File: src/rtl/pipeline_ctrl.sv
// Central advance sequencer for the 5-stage pipeline: run / single-step / halt-drain.
// Optional load-use stall detection is compiled in when HAZARD_DETECT_EN is defined.
module pipeline_ctrl #(
  parameter int DRAIN_CYCLES = 4,
  parameter int CNT_W        = 32
) (
  input  logic             clk,
  input  logic             rst,
  input  logic             i_run_cmd,
  input  logic             i_step_cmd,
  input  logic             i_halt_cmd,
  input  logic             i_halt_instr,
  input  logic             i_jump_taken,
  input  logic [4:0]       i_id_rs_addr,
  input  logic [4:0]       i_id_rt_addr,
  input  logic [4:0]       i_ex_rt_addr,
  input  logic             i_ex_memread,
  output logic             o_pc_en,
  output logic             o_ifid_en,
  output logic             o_back_step,
  output logic             o_bubble,
  output logic             o_flush,
  output logic [2:0]       o_state,
  output logic             o_done,
  output logic [CNT_W-1:0] o_cycle_count
);

  typedef enum logic [2:0] {
    IDLE  = 3'd0,
    RUN   = 3'd1,
    STEP  = 3'd2,
    DRAIN = 3'd3,
    DONE  = 3'd4
  } state_t;

  localparam logic [CNT_W-1:0] CNT_MAX = {CNT_W{1'b1}};
  localparam logic [CNT_W-1:0] CNT_ONE = {{(CNT_W-1){1'b0}}, 1'b1};
  localparam logic [3:0]       DRAIN_LOAD = 4'(DRAIN_CYCLES);

  state_t           state_r;
  logic [3:0]       drain_cnt_r;
  logic             step_prev_r;
  logic [CNT_W-1:0] cycle_count_r;

  logic step_edge_s;
  logic hazard_s;
  logic adv_s;
  logic halt_accept_s;

`ifdef HAZARD_DETECT_EN
  assign hazard_s = i_ex_memread & (i_ex_rt_addr != 5'd0) &
                    ((i_ex_rt_addr == i_id_rs_addr) | (i_ex_rt_addr == i_id_rt_addr));
`else
  logic unused_hazard_s;
  assign unused_hazard_s = ^{i_ex_memread, i_ex_rt_addr, i_id_rs_addr, i_id_rt_addr};
  assign hazard_s        = 1'b0;
`endif

  assign step_edge_s   = i_step_cmd & ~step_prev_r;
  assign adv_s         = (state_r == RUN) | (state_r == STEP) | (state_r == DRAIN);
  // A HALT sitting in ID behind a load-use stall is not accepted until the stall clears.
  assign halt_accept_s = i_halt_instr & ~hazard_s;

  // Sequencer state, drain countdown, step edge history and advanced-cycle counter.
  always_ff @(posedge clk) begin
    if (!rst) begin
      state_r       <= IDLE;
      drain_cnt_r   <= 4'd0;
      step_prev_r   <= 1'b0;
      cycle_count_r <= {CNT_W{1'b0}};
    end else begin
      step_prev_r <= i_step_cmd;
      if (adv_s && (cycle_count_r != CNT_MAX)) begin
        cycle_count_r <= cycle_count_r + CNT_ONE;
      end else begin
        cycle_count_r <= cycle_count_r;
      end
      case (state_r)
        IDLE: begin
          if (i_halt_cmd) begin
            state_r <= IDLE;
          end else if (i_run_cmd) begin
            state_r <= RUN;
          end else if (step_edge_s) begin
            state_r <= STEP;
          end else begin
            state_r <= IDLE;
          end
        end
        RUN: begin
          if (i_halt_cmd) begin
            state_r <= IDLE;
          end else if (halt_accept_s) begin
            state_r     <= DRAIN;
            drain_cnt_r <= DRAIN_LOAD;
          end else begin
            state_r <= RUN;
          end
        end
        STEP: begin
          if (halt_accept_s) begin
            state_r     <= DRAIN;
            drain_cnt_r <= DRAIN_LOAD;
          end else begin
            state_r <= IDLE;
          end
        end
        DRAIN: begin
          drain_cnt_r <= drain_cnt_r - 4'd1;
          if (drain_cnt_r == 4'd1) begin
            state_r <= DONE;
          end else begin
            state_r <= DRAIN;
          end
        end
        DONE: begin
          state_r <= DONE;
        end
        default: begin
          state_r     <= IDLE;
          drain_cnt_r <= 4'd0;
        end
      endcase
    end
  end

  // Stage enables: Mealy on the hazard/jump inputs while fetching, fixed pattern while draining.
  always_comb begin
    o_pc_en     = 1'b0;
    o_ifid_en   = 1'b0;
    o_back_step = 1'b0;
    o_bubble    = 1'b0;
    o_flush     = 1'b0;
    case (state_r)
      RUN, STEP: begin
        o_back_step = 1'b1;
        o_pc_en     = ~hazard_s;
        o_ifid_en   = ~hazard_s;
        o_bubble    = hazard_s;
        o_flush     = i_jump_taken & ~hazard_s;
      end
      DRAIN: begin
        o_back_step = 1'b1;
        o_bubble    = 1'b1;
      end
      default: begin
        o_back_step = 1'b0;
      end
    endcase
  end

  assign o_state       = state_r;
  assign o_done        = (state_r == DONE);
  assign o_cycle_count = cycle_count_r;

endmodule

File: config.mk
export PLATFORM = sky130hd
export DESIGN_NAME = pipeline_ctrl
export DESIGN_NICKNAME = d
export VERILOG_FILES = /design/src/rtl/pipeline_ctrl.sv
export SDC_FILE = /design/constraint.sdc
export NUM_CORES = 1
export LEC_CHECK = 0
export BUFFER_PORTS_ARGS = -buffer_cell sky130_fd_sc_hd__buf_2
export CAP_MARGIN = 15
export CELL_PAD_IN_SITES_DETAIL_PLACEMENT = 1
export CELL_PAD_IN_SITES_GLOBAL_PLACEMENT = 1
export CORE_AREA = 3 3 69 119
export CTS_BUF_LIST = sky130_fd_sc_hd__clkbuf_2
export CTS_CLUSTER_DIAMETER = 50
export DETAILED_ROUTE_END_ITERATION = 16
export DIE_AREA = 0 0 72 122
export PLACE_DENSITY_LB_ADDON = 0.15
export REMOVE_ABC_BUFFERS = 1
export SYNTH_ARGS = -nofsm -noshare
export SYNTH_HDL_FRONTEND = slang
export SYNTH_SLANG_ARGS = --single-unit
File: constraint.sdc
create_clock -name clk -period 2.7 [get_ports clk]
set_input_delay 0.27 -clock clk [delete_from_list [all_inputs] [get_ports clk]]
set_output_delay 0.27 -clock clk [all_outputs]
set_load 0.01 [all_outputs]
# Yosys cells after proc, flatten, opt, wreduce, memory -nomap -nowiden

Cells that the tools add are included.

$add $sub $neg: 2
Equality and inequality tests: 7
Multiplexer cells: 15
Bitwise operators: 5
Reductions and logical operators: 6

Operators by type and width:

| kind                                                                   | count |
|---|---|
| 32-bit by 1-bit adder with 32-bit output (second input constant)       | 1 |
| 32-bit inequality test (second input constant)                         | 1 |
| 4-bit case mux with 4 select lines                                     | 1 |
| 3-bit case mux with 5 select lines                                     | 1 |
| 2-bit 2-to-1 mux                                                       | 6 |
| 4-bit 2-to-1 mux                                                       | 2 |
| 3-bit by 2-bit equality test with 1-bit output (second input constant) | 2 |
| 4-bit by 1-bit equality test with 1-bit output (second input constant) | 1 |
| 1-bit 2-to-1 mux                                                       | 4 |
| 2-bit OR reduction                                                     | 2 |
| 4-bit by 1-bit subtractor with 4-bit output (second input constant)    | 1 |
| 3-bit by 1-bit equality test with 1-bit output (second input constant) | 1 |
| 3-bit equality test (second input constant)                            | 1 |
| 3-bit logical NOT                                                      | 1 |
| 3-bit 2-to-1 mux                                                       | 1 |
| 3-bit OR reduction                                                     | 1 |
| 2-bit inequality test (second input constant)                          | 1 |
| 1-bit NOT                                                              | 2 |
| 1-bit bitwise OR                                                       | 2 |
| 2-bit AND reduction                                                    | 1 |
| 1-bit bitwise AND                                                      | 1 |
| 1-bit logical AND                                                      | 1 |

Flip-flop bits (word level): 40
Input bits: 23
Word-level logic and storage cells: 39

# Depth between registers and ports, before layout

Gate-level depths: netlist of the first run.

Word-level depth: 6
Depth in mapped cells: 8
Mapped depth without buffers: 6

# Worst setup path after synthesis of the first run

OpenSTA, ideal clock, no wires.

Path kind: register to register
Start point: register cycle_count_r[18], in the netlist o_cycle_count[18]
End point: register cycle_count_r[7], in the netlist o_cycle_count[7]
Setup time: 0.115 ns
Arrival time: 1.819 ns
Slack: 0.766 ns
Stages on the path, launching flop included: 9
Buffers on the path: 3
Cells stage by stage: dfxtp_1 nand4_2 or2_1 buf_6 o41ai_4 buf_6 buf_12 nor3_2 o21a_1

Cells in the longest elaborated chain, start to end: 2

Ends and longest elaborated chain:

| what                     | line | RTL |
|---|---|---|
| start: declaration       | 43   | `logic [CNT_W-1:0] cycle_count_r;` |
| start signal: assignment | 70   | `cycle_count_r <= {CNT_W{1'b0}};` |
| start signal: assignment | 74   | `cycle_count_r <= cycle_count_r + CNT_ONE;` |
| start signal: assignment | 76   | `cycle_count_r <= cycle_count_r;` |
| 32-bit inequality test   | 73   | `if (adv_s && (cycle_count_r != CNT_MAX)) begin` |
| 1-bit logical AND        | 73   |  |

No other way between the ends.
A chain may end at the register's enable or synchronous reset.

# Worst setup path in the final report of the first run

Start point: register state_r[1], in the netlist o_state[1]
End point: register cycle_count_r[31], in the netlist o_cycle_count[31]

Cells in the longest elaborated chain, start to end: 4

Ends and longest elaborated chain:

| what                                                                                                             | line | RTL |
|---|---|---|
| start: declaration                                                                                               | 40   | `state_t state_r;` |
| start signal: assignment                                                                                         | 67   | `state_r <= IDLE;` |
| start signal: assignment                                                                                         | 81   | `state_r <= IDLE;` |
| start signal: assignment                                                                                         | 83   | `state_r <= RUN;` |
| 3-bit by 1-bit equality test with 1-bit output or 3-bit by 2-bit equality test with 1-bit output (tied branches) | 60   | `assign adv_s = (state_r == RUN) \| (state_r == STEP) \| (state_r == DRAIN);` |
| 1-bit bitwise OR                                                                                                 | 60   |  |
| 1-bit bitwise OR (*)                                                                                             | 60   |  |
| 1-bit logical AND (*)                                                                                            | 73   |  |

Mark *: on every way between the ends. The rest lies on a longest branch, timed or not.

==> impl_results.md, run 1 <==
- Asr flop ratio synth: 0%
- Initial Util: between 20 and 30%
- Critical path class: flip-flop to flip-flop
- Period minus WS final: between 2000 and 2500 ps
- Post-route cell area: between 2000 and 3000 um^2
- Worst Hold Class: input pin to flip-flop
- Vias: approximately 2100
- Placed cell area: ~2500 um^2
- Clock root buffer: clkbuf_2
- Worst Path Arrival: approximately 2600 ps
- Core area: 7340 um^2
- Leak Pwr: 0.956 nW
- CP Capture Type: flip-flop
- Post-Syn Area: 2180 um^2
- Sequential share of the synthesized area: between 30% and 40%
- Finished Core Util: between 30% and 40%
- Die H: approximately 120 um
- Cells after synthesis: approximately 260
- Yosys warnings: 0
- Unrepaired setup endpoints after global routing: no
- Share of layout cells above drive strength 1: between 20% and 30%
- Setup TNS: 0 ps
- Worst r2r src: o_state[1]
- Max clock buf depth: 2
- Crit path max fanout: 12
- PD cells: ~380 nW/um^2
- Slew @ Worst Pin: 676 ps
- Seq pwr share: approximately 64%
- Status: finished, final reports clean
- DRT Wirelength: between 6000 and 7000 um
- CP delay by family, top: simple AND/OR/NAND/NOR gates
- Fmax: approximately 450 MHz
- Synth area leader: dfxtp_1
- Critical path startpoint category: flip-flop
- Cts hold-fix bufs: 0
- P_sw: 261 uW
- Most used DFF post-synth: dfxtp_1
- Number of antenna violations at the first check in global routing: 0
- Pint: a little under 700 uW
- Post-CTS resize count: 0
- Hold Path Depth: 3
- Yosys top cell area share: between 30% and 40%
- Cell Rows: 41
- Critical Path RT: 3070 ps
- Die ar.: 8780 um^2
- Total I/O pin count: 64
- Syn_area_per_cell: ~8.5 um^2
- Hold endpoint: step_prev_r
- CTS tree: yes
- VDD IR max: between 200 and 250 uV
- Vias per inst: 5.40
- Placer Congestion: 0.702
- # clock sinks: 40
- Die width: between 70 and 80 um
- Slowest stage delay, CP: 600 ps
- CP max stage cell: dfxtp_1
- Max_cap viols: 0
- Final Cycle Share: 81.6%
- Critical path buffers and inverters: 1
- Combinational Power Share: between 7 and 8%
- P&R area growth vs syn: 16.0%
- GRT Total Usage: 15.0%
- R2R depth: 6
- Clock Skews: around 20 ps
- WL/cell: between 15 and 20 um
- Most frequent cell after synthesis: dfxtp_1
- Final number of hold-violating endpoints: 0
- Grt ovf: 0
- TritonRoute pass-1 iters: 4
- Crit path cell chain: o21bai_1, nor2_1, o41ai_4, buf_4, or4_1, a21oi_1
- Hold path start: i_step_cmd
- Largest net degree at the start of global routing: 20
- DRC marker count from the first detailed-route iteration: 73
- Vias in the first global route: ~2100
- # DRC: 0
- Clock Latency Late Sink: approximately 430 ps
- Final setup fails: 0
- PortBufs: 47
- Number of synthesized flops with an enable pin: 0
- H-tree Lvls: 2
- Worst R2R End: o_cycle_count[31]
- Synth area leaders: dfxtp_1, a21oi_1, o21ai_0, a21oi_2, nand4_1
- Clk pwr share: 29.3%
- Final-stage net count: between 300 and 400
- First-pass GRT wire length: ~10000 um
- Worst-path clk slew: ~200 ps
- Antenna cells: 0
- Number of nets with antenna violations after routing: 0
- Slew headroom: approximately 55%
- Flops & latches, synth: 40
- Crit path depth: 6
- R2R Setup Slk: 500 ps
- Distinct cell type count after synthesis: between 50 and 60
- Post-CTS setup repair buffer count: 0
- Final Max Tran Viols: 0
- Sw Share: 27.4%
- Post-synth top cells: dfxtp_1, a21oi_1, nand2_1, o21ai_0, nor2_1
- Dpl hpwl: 4680 um
- CTS buffer count: 5
## layout by cell type (no fill, tap or decap), drive strengths merged, types with 9 or more instances in the layout
| cell | netlist | routed |
|---|---|---|
| buf | 6 | 55 |
| dfxtp | 40 | 40 |
| a21oi | 27 | 27 |
| o21ai | 21 | 21 |
| nand2 | 16 | 16 |
| nor2 | 15 | 15 |
| or3 | 15 | 15 |
| inv | 13 | 13 |
| nand4 | 13 | 13 |
| nand3 | 12 | 12 |
| o31ai | 10 | 10 |
| or4 | 9 | 9 |
## area by class of cell
type                       count  area (um^2)
fill                         923         4800
multi-input combinational    191         1240
sequential                    40          801
timing repair buffer          55          295
tap                           86          108
inverter                      13         48.8
clock buffer                   7         35.0
clock inverter                 1         3.75
## tightest hold or removal path, delay by kind of cell
kind                   cells  cell delay [ps]
buffers and inverters      2              160
and+or+nand+nor            1               50
## registers in the layout, indices dropped and copies added (netlist names)
register       flops
step_prev_r        1
drain_cnt_r        4
o_state            3
o_cycle_count     32
## logic make-up after synthesis
logic type                 Yosys count  share of synthesized area (%)
buffers and inverters               27                           6.42
muxes                                1                          0.458
and+or+nand+nor                    106                           29.3
xor gates and xnor gates             5                           2.01
DFF                                 40                           36.7
adders and majority gates            3                           1.72
AOI/OAI and AO/OA                   76                           23.4
## worst max-delay path by stage
stage,slack [ps],end,from
floorplan,530,o_cycle_count[15],o_cycle_count[18]
global placement,520,o_cycle_count[31],o_state[1]
detailed placement,510,o_cycle_count[27],o_cycle_count[18]
CTS,450,o_cycle_count[27],o_cycle_count[18]
global route,280,o_cycle_count[27],o_cycle_count[18]
finish,500,o_cycle_count[31],o_state[1]
## through the flow
| stage | hold slack [ps] | total power, mW | worst slack, ps | std cells |
|---|---|---|---|---|
| floorplan | 388 | 0.653 | 525 | 244 |
| global placement | 472 | 0.686 | 523 | 385 |
| detailed placement | 455 | 0.688 | 514 | 385 |
| CTS | 34.3 | 0.979 | 454 | 393 |
| global route | 61.2 | 1.00 | 284 | 393 |
| finish | 80.6 | 0.952 | 496 | 393 |
## power groups by stage
| stage | clock, mW | sequential, mW | combinational [mW] |
|---|---|---|---|
| final | 0.279 | 0.605 | 0.0683 |
| after detailed placement | 0 | 0.617 | 0.0706 |
| after CTS | 0.302 | 0.606 | 0.0707 |
| after global routing | 0.318 | 0.607 | 0.0781 |
| after global placement | 0 | 0.617 | 0.0694 |
| after floorplan | 0 | 0.619 | 0.0338 |
## routing by layer
metal  vias up  track usage [%]  routed length (um)
li1       1058                -                   -
met1      1024             16.3                2460
met2        35             27.9                3360
met3         6             3.22                 258
met4         0             5.65                 108
met5         -                0                   0
No activity file was read; power rests on OpenSTA's default activity.
==> run 2: changes to the inputs <==
- clock period: 2.7 -> 1.78 ns (I/O delays scaled with it)
==> run 2 against run 1 <==
The flow now finishes with violations (negative setup slack); setup slack got worse by 600 ps; die area did not move; design area rose by 42%; critical path depth rose by 3; critical endpoint unchanged; clock skew fell by 4.7 ps.
==> impl_results.md, run 2 (synthesis gave the netlist of run 1 again) <==
- Status: finished with violations
- Failing checks: negative setup slack
- CTS tree: yes
- DRC marker count from the first detailed-route iteration: 55
- Vias per inst: 5.23
- Antenna cells: 0
- Critical path class: flip-flop to flip-flop
- CP Capture Type: flip-flop
- Worst Hold Class: input pin to flip-flop
- Worst R2R End: o_cycle_count[31]
- Final-stage net count: 411
- Crit path max fanout: 8
- Max clock buf depth: 2
- GRT Total Usage: 17.9%
- Commonest non-fill, non-tap cell in the layout: buf_4
- DRT Wirelength: a little under 8000 um
- Clock Skews: 15.4 ps
- Dpl hpwl: approximately 5500 um
- Final Max Tran Viols: 0
- Final setup fails: 22
- Max_cap viols: 0
- Hold endpoint: o_state[1]
- Initial Util: 29.8%
- Sw Share: between 20% and 30%
- Worst Path Arrival: 2270 ps
- Slew headroom: between 70% and 80%
- Dpl cells: roughly 440
- Pint: roughly 1.1 mW
- TritonRoute pass-1 iters: 3
- Grt ovf: 0
- Period minus WS final: roughly 1900 ps
- Fmax: about 530 MHz
- R2R depth: 9
- Die ar.: slightly below 9000 um^2
- Share of layout cells above drive strength 1: roughly three fifths
- Cell Rows: 41
- Final Cycle Share: 106%
- Final number of hold-violating endpoints: 0
- Core area: ~7300 um^2
- Vias in the first global route: between 2000 and 3000
- # DRC: 0
- Clk pwr share: about 28%
- Total I/O pin count: 64
- First-pass GRT wire length: 12400 um
- P_sw: approximately 430 uW
- Worst-path clk slew: around 220 ps
- Combinational Power Share: a little over a tenth
- R2R Setup Slk: -100 ps
- VDD IR max: approximately 330 uV
- Non-Filler Instances: 472
- PortBufs: 47
- Critical path startpoint category: flip-flop
- Critical Path RT: 2170 ps
- Hold path start: i_run_cmd
- Seq pwr share: between 60% and 70%
- Largest net degree at the start of global routing: 14
- Die H: around 120 um
- Slew @ Worst Pin: between 300 and 400 ps
- Die width: 72 um
- # clock sinks: 40
- Number of nets with antenna violations after routing: 0
- WL/cell: 16.3 um
- Number of fill cells: a little under 900
- Finished Core Util: around half
- H-tree Lvls: 2
- Setup TNS: -1160 ps
- Clock Latency Late Sink: about 440 ps
- CTS buffer count: 5
- Placer Congestion: 0.758
- Number of antenna violations at the first check in global routing: 0
- WHS: between 30 and 40 ps
- PD cells: roughly 420 nW/um^2
- Largest register FFs: 32
- Most frequent cells in the layout: buf_4, buf_2, dfxtp_2, nand2_1, a21oi_1
- Vias: about 2500
- PnR worst setup slack: -99.3 ps
- Hold Path Depth: 4
- Unrepaired setup endpoints after global routing: yes
- Clock root buffer: clkbuf_2
- Worst slack, placed: -148 ps
- Leak Pwr: about 1.5 nW
- P&R area growth vs syn: 64.2%
- Worst r2r src: o_cycle_count[1]
==> run 2: worst max-delay path by stage <==
stage	start	endpoint	slack, ps
2_1_floorplan	o_cycle_count[18]	o_cycle_count[15]	-390
3_3_place_gp	o_cycle_count[0]	o_cycle_count[25]	-90
3_5_place_dp	o_cycle_count[1]	o_cycle_count[7]	-150
4_1_cts	o_cycle_count[0]	o_cycle_count[31]	-100
5_1_grt	o_cycle_count[16]	o_cycle_count[28]	-180
6_report	o_cycle_count[1]	o_cycle_count[31]	-100
==> run 2: through the flow <==
| stage | power, mW | area (um^2) |
|---|---|---|
| 2_1_floorplan | 0.990 | 2090 |
| 3_3_place_gp | 1.06 | 2960 |
| 3_5_place_dp | 1.06 | 2960 |
| 4_1_cts | 1.50 | 3210 |
| 5_1_grt | 1.57 | 3590 |
| 6_report | 1.49 | 3590 |
==> run 2: what timing repair did <==
item                                    4_1_cts  5_1_grt
hold buffers                                  2        0
gates resized for setup                      41       76
setup buffers                                 5       13
endpoints found under the hold margin         2        0
cloned                                        1        1
endpoints found under the setup margin       31       33
pin swaps                                     4       28
==> run 2: critical path: stages (launching register included) <==
cell     delay [ps]
dfxtp_4         410
ha_4            170
nand3_4          70
or2_4           140
buf_6           100
o41ai_4          60
buf_6           160
buf_4           130
or4_4           470
a21oi_2         120
==> run 2: cell type report <==
type                       instances  area (um^2)  share of cell area, %
multi-input combinational        191         1560                   43.6
tap                               86          108                   3.00
clock inverter                     3         13.8                  0.384
sequential                        40          845                   23.6
clock buffer                       5         25.0                  0.698
timing repair buffer             134          982                   27.4
inverter                          13         48.8                   1.36
==> run 2: metal layers <==
layer / global-route usage [%] / routed length [um] / share of wire [%]
met1: 18.4 / 2860 / 37
met2: 34.4 / 4450 / 58
met3: 3.14 / 212 / 2.8
met4: 7.18 / 167 / 2.2
met5: 0 / 0 / 0
==> run 2: power groups by stage <==
stage	Sequential, mW	Combinational [mW]	Clock [mW]
2_1_floorplan	0.939	0.0512	0
3_3_place_gp	0.931	0.128	0
3_5_place_dp	0.931	0.132	0
4_1_cts	0.916	0.140	0.440
5_1_grt	0.915	0.176	0.475
6_report	0.912	0.158	0.417
==> run 3: changes to the inputs <==
- ABC_CLOCK_PERIOD_IN_PS: not set -> 1780
- CORE_AREA: 3 3 69 119 -> 3 3 64 111
- DIE_AREA: 0 0 72 122 -> 0 0 67 114
==> run 3 against run 2 <==
The flow still finishes with violations (negative setup slack); hold slack improved by 9.4 ps; sequential share of layout area rose by 0.99 points; highest routed layer unchanged; routed wire length is 2.6% lower; critical endpoint is now o_cycle_count[28]; critical path type unchanged.
==> impl_results.md, run 3 (synthesis gave the netlist of run 1 again) <==
- Status: finished with violations
- Failing checks: negative setup slack
- Worst Hold Class: input pin to flip-flop
- Final Max Tran Viols: 0
- Share of layout cells above drive strength 1: a little under three fifths
- Vias: approximately 2500
- Worst R2R End: o_cycle_count[28]
- Critical path buffers and inverters: 1
- # clock sinks: 40
- Worst Path Arrival: approximately 2200 ps
- PD cells: roughly 430 nW/um^2
- Most used routing layer: met2
- TritonRoute pass-1 iters: 4
- Vias per inst: between 5 and 6
- Slowest stage delay, CP: approximately 480 ps
- Die H: approximately 110 um
- Worst r2r src: o_cycle_count[0]
- GRT Total Usage: between 20 and 25%
- Commonest non-fill, non-tap cell in the layout: buf_4
- Period minus WS final: roughly 1900 ps
- Critical path startpoint category: flip-flop
- Die width: around 67 um
- Placed cell area: roughly 3000 um^2
- CP max stage cell: or4_4
- Dpl cells: between 400 and 500
- Unrepaired setup endpoints after global routing: yes
- PortBufs: 47
- Leak Pwr: roughly 1.4 nW
- Initial Util: a little over a third
- Final total power: around 1.5 mW
- Worst slack, placed: -161 ps
- Met1 Use GR: between 20% and 30%
- WL/cell: around 16 um
- PnR worst setup slack: -72.4 ps
- Final-stage net count: approximately 410
- CP delay by family, top: simple AND/OR/NAND/NOR gates
- First-pass GRT wire length: between 10000 and 15000 um
- R2R Setup Slk: -70 ps
- Crit path cell chain: ha_4, nand3_4, nor3_4, o31ai_4, buf_6, or4_4, a21oi_2
- DRC marker count from the first detailed-route iteration: 54
- Slew @ Worst Pin: ~400 ps
- Final number of hold-violating endpoints: 0
- Core area: approximately 6300 um^2
- Final setup fails: 13
- Register Area: around 840 um^2
- DRT Wirelength: around 7500 um
- Met2 usage: between 30% and 40%
- Largest net degree at the start of global routing: 20
- Total I/O pin count: 64
- CP Capture Type: flip-flop
- Critical path class: flip-flop to flip-flop
- P&R area growth vs syn: 56.9%
- Number of nets with antenna violations after routing: 0
- Crit path from: o_cycle_count[0]
- Cell Rows: 38
- Clock Skews: approximately 38 ps
- Critical Path RT: 2130 ps
- Number of fill cells: between 700 and 800
- H-tree Lvls: 2
- # DRC: 0
- Worst-path clk slew: around 230 ps
- Most frequent cells in the layout: buf_4, buf_2, dfxtp_1, a21oi_1, dfxtp_2
- Largest register FFs: 32
- WHS: 45.6 ps
- Clock root buffer: clkbuf_2
- Fmax: 540 MHz
- Max clock buf depth: 2
- Number of antenna violations at the first check in global routing: 0
- Antenna cells: 0
- VDD IR max: 274 uV
- Multi-input combinational cell area: between 1000 and 1500 um^2
- Dpl hpwl: 5320 um
- GR Util met3: 2.86%
- Hold Path Depth: 4
- Non-Filler Instances: 461
- CTS buffer count: 5
- Crit path max fanout: 5
- Hold endpoint: o_state[1]
- CTS tree: yes
- Post-route cell area: 3430 um^2
- Placer Congestion: 0.817
- R2R depth: 7
- Vias in the first global route: roughly 2500
- Clock Latency Late Sink: ~420 ps
- Grt ovf: 0
- Die ar.: ~7600 um^2
- Final Cycle Share: 104%
- Max_cap viols: 0
- Hold path start: i_halt_cmd
- Slew headroom: between 70% and 80%
[run 3: power breakdown]
part           total (mW)  switching, mW  internal (mW)
clock network       0.424          0.319          0.105
registers           0.911        0.00995          0.901
logic               0.147         0.0841         0.0632
total                1.48          0.413           1.07
[run 3: worst max path at each step]
stage | end | cells after the start | slack (ps)
2_1_floorplan | o_cycle_count[15] | 5 | -390
3_3_place_gp | o_cycle_count[7] | 8 | -90
3_5_place_dp | o_cycle_count[7] | 8 | -160
4_1_cts | o_cycle_count[4] | 6 | -90
5_1_grt | o_cycle_count[28] | 7 | -130
6_report | o_cycle_count[28] | 7 | -70
[run 3: tightest hold or removal path: cells and delay by family]
kind	cells	cell delay (ps)
buf+inv	1	90
simple gates	2	100
compound gates	1	50
[run 3: what timing repair did]
item | CTS | global route
hold buffers | 1 | 0
gates cloned | 1 | 0
pin swaps | 8 | 31
endpoints found under the hold margin | 1 | 0
gates resized for setup | 37 | 70
endpoints found under the setup margin | 31 | 33
buffers inserted | 6 | 4
[run 3: through the flow]
step	setup TNS [ps]	utilization, %
final	-369	54.6
after global routing	-1870	54.6
after CTS	-452	50.7
after detailed placement	-1450	47.2
after global placement	-609	47.2
after floorplan	-5960	-
[run 3: metal layers]
layer | share of wire (%) | vias up | wire, um
met3 | 3.4 | 13 | 251
met5 | 0 | - | 0
li1 | - | 1204 | -
met2 | 58 | 51 | 4360
met4 | 2.3 | 0 | 169
met1 | 36 | 1210 | 2700
[run 3: cell type report]
| type | instances | area share [%] |
|---|---|---|
| sequential | 40 | 24.5 |
| tap | 80 | 2.92 |
| clock buffer | 7 | 1.02 |
| timing repair buffer | 129 | 26.7 |
| multi-input combinational | 191 | 43.3 |
| clock inverter | 1 | 0.110 |
| inverter | 13 | 1.42 |
